### config.mk
export PLATFORM = sky130hd
export DESIGN_NAME = gio_arb
export DESIGN_NICKNAME = d
export VERILOG_FILES = /design/src/rtl/gio_arb.sv
export SDC_FILE = /design/constraint.sdc
export NUM_CORES = 1
export LEC_CHECK = 0
export CORE_AREA = 2 2 98 100
export DETAILED_ROUTE_END_ITERATION = 8
export DIE_AREA = 0 0 100 102
export HOLD_SLACK_MARGIN = 0.05
export PLACE_DENSITY = 0.79
export SKIP_CTS_REPAIR_TIMING = 1
export SLEW_MARGIN = 20
export SYNTH_ARGS = -nofsm -noshare
export SYNTH_HDL_FRONTEND = slang
export SYNTH_SLANG_ARGS = --single-unit
export TNS_END_PERCENT = 10
### constraint.sdc
create_clock -name wb_clk -period 6.9 [get_ports wb_clk]
set_input_delay 1.38 -clock wb_clk [delete_from_list [all_inputs] [get_ports wb_clk]]
set_output_delay 1.38 -clock wb_clk [all_outputs]
set_load 0.01 [all_outputs]
### src/rtl/gio_arb.sv
// Two-master round-robin Wishbone arbiter for the gio register bus, with a
// per-transfer watchdog that terminates unacknowledged cycles and counts them.
module gio_arb #(
  parameter int unsigned TMO_CYC = 15
) (
  input  logic        wb_clk,
  input  logic        wb_rst_n,
  input  logic        m0_cyc,
  input  logic        m0_stb,
  input  logic        m0_we,
  input  logic [3:0]  m0_sel,
  input  logic [7:0]  m0_adr,
  input  logic [31:0] m0_dat,
  output logic [31:0] m0_rdt,
  output logic        m0_ack,
  output logic        m0_err,
  input  logic        m1_cyc,
  input  logic        m1_stb,
  input  logic        m1_we,
  input  logic [3:0]  m1_sel,
  input  logic [7:0]  m1_adr,
  input  logic [31:0] m1_dat,
  output logic [31:0] m1_rdt,
  output logic        m1_ack,
  output logic        m1_err,
  output logic        s_cyc,
  output logic        s_stb,
  output logic        s_we,
  output logic [3:0]  s_sel,
  output logic [7:0]  s_adr,
  output logic [31:0] s_dat,
  input  logic [31:0] s_rdt,
  input  logic        s_ack,
  output logic [1:0]  grant,
  output logic [7:0]  tmo_cnt
);

  localparam logic [7:0] TmoCyc = 8'(TMO_CYC);

  typedef enum logic [1:0] {StIdle, StBus0, StBus1} state_e;

  state_e      state_q, state_d;
  logic        last_q, last_d;
  logic [7:0]  wdog_q, wdog_d;
  logic [7:0]  tmo_cnt_q, tmo_cnt_d;
  logic [1:0]  grant_q, grant_d;

  logic        busy, own1, req0, req1;
  logic        o_cyc, o_stb, o_we;
  logic [3:0]  o_sel;
  logic [7:0]  o_adr;
  logic [31:0] o_dat;
  logic        ack, tmo;

  assign busy = (state_q != StIdle);
  assign own1 = (state_q == StBus1);
  assign req0 = m0_cyc & m0_stb;
  assign req1 = m1_cyc & m1_stb;

  always_comb begin
    o_cyc = own1 ? m1_cyc : m0_cyc;
    o_stb = own1 ? m1_stb : m0_stb;
    o_we  = own1 ? m1_we  : m0_we;
    o_sel = own1 ? m1_sel : m0_sel;
    o_adr = own1 ? m1_adr : m0_adr;
    o_dat = own1 ? m1_dat : m0_dat;

    s_cyc = busy & o_cyc;
    s_stb = busy & o_stb;
    s_we  = busy & o_we;
    s_sel = busy ? o_sel : 4'h0;
    s_adr = busy ? o_adr : 8'h00;
    s_dat = busy ? o_dat : 32'h0;

    // An owner that has dropped cyc is aborting: it gets neither ack nor err.
    ack = busy & o_cyc & s_ack;
    tmo = busy & o_cyc & ~s_ack & (wdog_q == TmoCyc);

    m0_ack = ack & ~own1;
    m1_ack = ack & own1;
    m0_err = tmo & ~own1;
    m1_err = tmo & own1;
    m0_rdt = (ack & ~own1) ? s_rdt : 32'h0;
    m1_rdt = (ack & own1) ? s_rdt : 32'h0;
  end

  always_comb begin
    state_d   = state_q;
    last_d    = last_q;
    wdog_d    = wdog_q;
    tmo_cnt_d = tmo_cnt_q;
    unique case (state_q)
      StIdle: begin
        // On contention the master that did not own the bus last wins.
        if (req0 && (!req1 || last_q)) begin
          state_d = StBus0;
          last_d  = 1'b0;
          wdog_d  = 8'h00;
        end else if (req1) begin
          state_d = StBus1;
          last_d  = 1'b1;
          wdog_d  = 8'h00;
        end
      end
      StBus0, StBus1: begin
        if (!o_cyc || ack || tmo) begin
          state_d = StIdle;
          if (tmo && tmo_cnt_q != 8'hFF) begin
            tmo_cnt_d = tmo_cnt_q + 8'h01;
          end
        end else begin
          wdog_d = wdog_q + 8'h01;
        end
      end
      default: state_d = StIdle;
    endcase
    grant_d = {state_d == StBus1, state_d == StBus0};
  end

  always_ff @(posedge wb_clk or negedge wb_rst_n) begin
    if (!wb_rst_n) begin
      state_q   <= StIdle;
      last_q    <= 1'b1;
      wdog_q    <= 8'h00;
      tmo_cnt_q <= 8'h00;
      grant_q   <= 2'b00;
    end else begin
      state_q   <= state_d;
      last_q    <= last_d;
      wdog_q    <= wdog_d;
      tmo_cnt_q <= tmo_cnt_d;
      grant_q   <= grant_d;
    end
  end

  assign grant   = grant_q;
  assign tmo_cnt = tmo_cnt_q;

endmodule
==> flow_metrics.py <==
metrics = {
    "floorplanning": {
        "die_x_um": 100,
        "rows": 35,
        "pin_count": 254,
        "initial_core_util_pct": 25.3,
        "die_area_um2": 10200,
        "die_h_um": 102,
        "core_area_um2": 9110,
    },
    "timing": {
        "rsz0062_at_grt": "false",
        "setup_viol": 0,
        "worstMarginPinSlew_ns": 0.986,
        "tns_ns": 0,
        "finalCritPeriodShare_pct": 74.6,
        "fin_crit_ns": 5.15,
        "postLayoutSetupSlackWorst_ns": 1.75,
        "max_freq_mhz": 194,
        "timing.final.hold_violations": 0,
        "relSlewSlack_pct": 34.3,
        "skew_ns": 0.00752,
        "finalMaxSlewViolations": 0,
    },
    "clock_network": {
        "htree_levels": 1,
        "clkSinkCount": 21,
        "clock-root-buffer": "clkbuf_8",
        "cts_tree": "done",
        "cts.path.max_buffers": 2,
        "clock_latency_ns": 0.26,
        "path_clk_slew_ns": 0.07,
        "cts_made_buffers": 3,
    },
    "placement": {
        "portBuffers": 253,
        "globalplace.congestion": 0.834,
        "dp_slack_ns": 1.74,
        "dp_hpwl_um": 9130,
        "dpl_cell_area_um2": 4900,
    },
    "flow_run": {
        "drv_cap": 0,
    },
    "setup_path": {
        "critical_path_class": "input port to output pin",
        "arrival_ns": 3.77,
        "end_kind": "output pin",
        "crit_required_ns": 5.52,
        "startpoint_type": "input port",
        "crit_fanout": 12,
    },
    "min_path": {
        "min_path_type": "register to register",
    },
    "drt": {
        "vias_per_cell": 4.67,
        "via_count": 3037,
        "drt-wirelength-per-cell_um": 16.9,
        "drc": 0,
        "first_pass_iters": 4,
        "drtIter0Drc": 107,
        "ant_nets": 0,
        "routed_wl_um": 11000,
    },
    "global_route": {
        "grt-busiest-layer": "met2",
        "met1_usage_pct": 26.7,
        "grt_pass1_vias": 2883,
        "track_usage_pct": 20.0,
        "grtUsageMet2_pct": 34.1,
        "grt_start_max_net_pins": 55,
        "grt-ovfl-total": 0,
        "antenna_found_initial": 1,
        "met3_usage_pct": 3.15,
        "grt_pass1_wl_um": 16200,
    },
    "final_layout": {
        "drive_gt1_share_pct": 2.04,
        "fillCellCount": 847,
        "final_common_cell": "clkdlybuf4s50_1",
        "diodes": 0,
        "syn2layout_area_growth_pct": 115,
        "layout_common_cells": "253 x clkdlybuf4s50_1, 65 x and2_1, 58 x nor2_1",
        "finalInstanceArea_um2": 4950,
        "nets": 674,
    },
    "pwr": {
        "p_clk_share_pct": 6.4,
        "p_seq_share_pct": 13.4,
        "ir_drop_v": 0.000178,
        "leakage_nw": 1.94,
        "p_int_uw": 712,
        "power.switching_uw": 563,
        "switching_share_pct": 44.2,
        "pwr_density_cell_nw_per_um2": 258,
        "share_comb_of_total_power_pct": 80.1,
    },
    "logic_synthesis": {
        "syn_area_um2": 2300,
        "ys.flop_type": "dfrtp_1",
        "yosys_warnings": 0,
        "synth_seq_area_share_pct": 22.9,
        "synth.distinct_cells": 37,
        "syn_inst": 302,
        "synth_edf_count": 0,
        "synthArstFlopShare_pct": 100,
        "syn_area_per_cell_um2": 7.63,
        "syn-num-nets": 436,
        "ys_ff_latch": 21,
    },
    "outcome": {
        "status": "finished clean",
    },
}
-- cells in the mapped netlist, drive strengths merged, types with 2 or more instances --
library cell	number	share of area (%)
xor2	5	1.9
a31oi	6	1.6
mux2i	48	21
or4	2	0.65
dfrtp	20	22
nor4	2	1.2
inv	11	1.8
a221oi	2	0.76
a21oi	7	1.5
o31ai	2	0.65
nor3	2	0.92
buf	6	1.4
and3	5	1.4
nor2	58	9.5
nand3	10	2.2
clkbuf	15	2.4
ha	5	2.7
and2	65	18
nand2	8	1.3
o21ai	9	2.0
a32oi	2	0.76
-- metal layers --
| metal | share of wire (%) | wire length, um |
|---|---|---|
| met5 | 0.091 | 10 |
| met4 | 1.4 | 149 |
| met3 | 6.8 | 745 |
| met1 | 43 | 4690 |
| met2 | 49 | 5400 |
-- cell type report --
| type | instances | area (um^2) | area share (%) |
|---|---|---|---|
| well taps | 111 | 139 | 2.81 |
| repair buffers | 254 | 2540 | 51.3 |
| flip-flops and latches | 21 | 527 | 10.6 |
| inverters | 12 | 45.0 | 0.910 |
| clock inverters | 1 | 7.51 | 0.152 |
| multi-input cells | 248 | 1650 | 33.3 |
| clock buffers | 3 | 41.3 | 0.834 |
-- power by group through the flow --
stage | Combinational [mW] | Clock [mW] | Sequential, mW
after floorplan | 0.501 | 0 | 0.171
after global placement | 1.01 | 0 | 0.171
after detailed placement | 1.02 | 0 | 0.173
after CTS | 1.03 | 0.0865 | 0.171
after global routing | 1.10 | 0.0904 | 0.175
final | 1.02 | 0.0818 | 0.171
-- flip-flops by register name, indices dropped and copies added, names as in the netlist --
| name | flops |
|---|---|
| last_q | 1 |
| grant | 2 |
| tmo_cnt | 8 |
| state_q | 2 |
| wdog_q | 8 |
-- through the flow --
step | power, mW | cells | hold WS [ns] | utilization, %
2_1_floorplan | 0.672 | 302 | 0.436 | -
3_3_place_gp | 1.18 | 646 | 0.463 | 53.8
3_5_place_dp | 1.20 | 646 | 0.464 | 53.8
4_1_cts | 1.29 | 650 | 0.476 | 54.3
5_1_grt | 1.36 | 650 | 0.523 | 54.3
6_report | 1.27 | 650 | 0.475 | 54.3
-- worst max-delay path, cell delays in order --
cell and delay (ns):
clkdlybuf4s50_1 0.47, or4_1 0.47, or4_1 0.70, nor2_1 0.19, clkdlybuf4s50_1 0.56
-- worst paths after layout --
check	from	endpoint	slack, ns	cells past startpoint
max	s_ack	m0_err	1.75	5
min in group asynchronous	wb_rst_n	tmo_cnt[7]$_DFFE_PN0P_	1.64	1
max reg2reg	state_q[0]$_DFF_PN0_	grant[1]$_DFF_PN0_	3.83	7
min	wdog_q[7]$_DFFE_PN0P_	wdog_q[7]$_DFFE_PN0P_	0.48	1
max in group asynchronous	wb_rst_n	wdog_q[6]$_DFFE_PN0P_	4.68	1
min reg2reg	wdog_q[7]$_DFFE_PN0P_	wdog_q[7]$_DFFE_PN0P_	0.48	1
-- cells by family (layout without fill, tap and decap cells) --
group | after synthesis | after routing | synth area share, %
mux | 49 | 49 | 21.3
flops | 21 | 21 | 22.9
compound gates | 32 | 32 | 8.96
xor+xnor | 6 | 6 | 2.28
buf+inv | 33 | 270 | 5.76
fa+ha+maj | 5 | 5 | 2.72
simple gates | 156 | 156 | 36.1
Note: power is estimated with default switching activity, not from simulation.
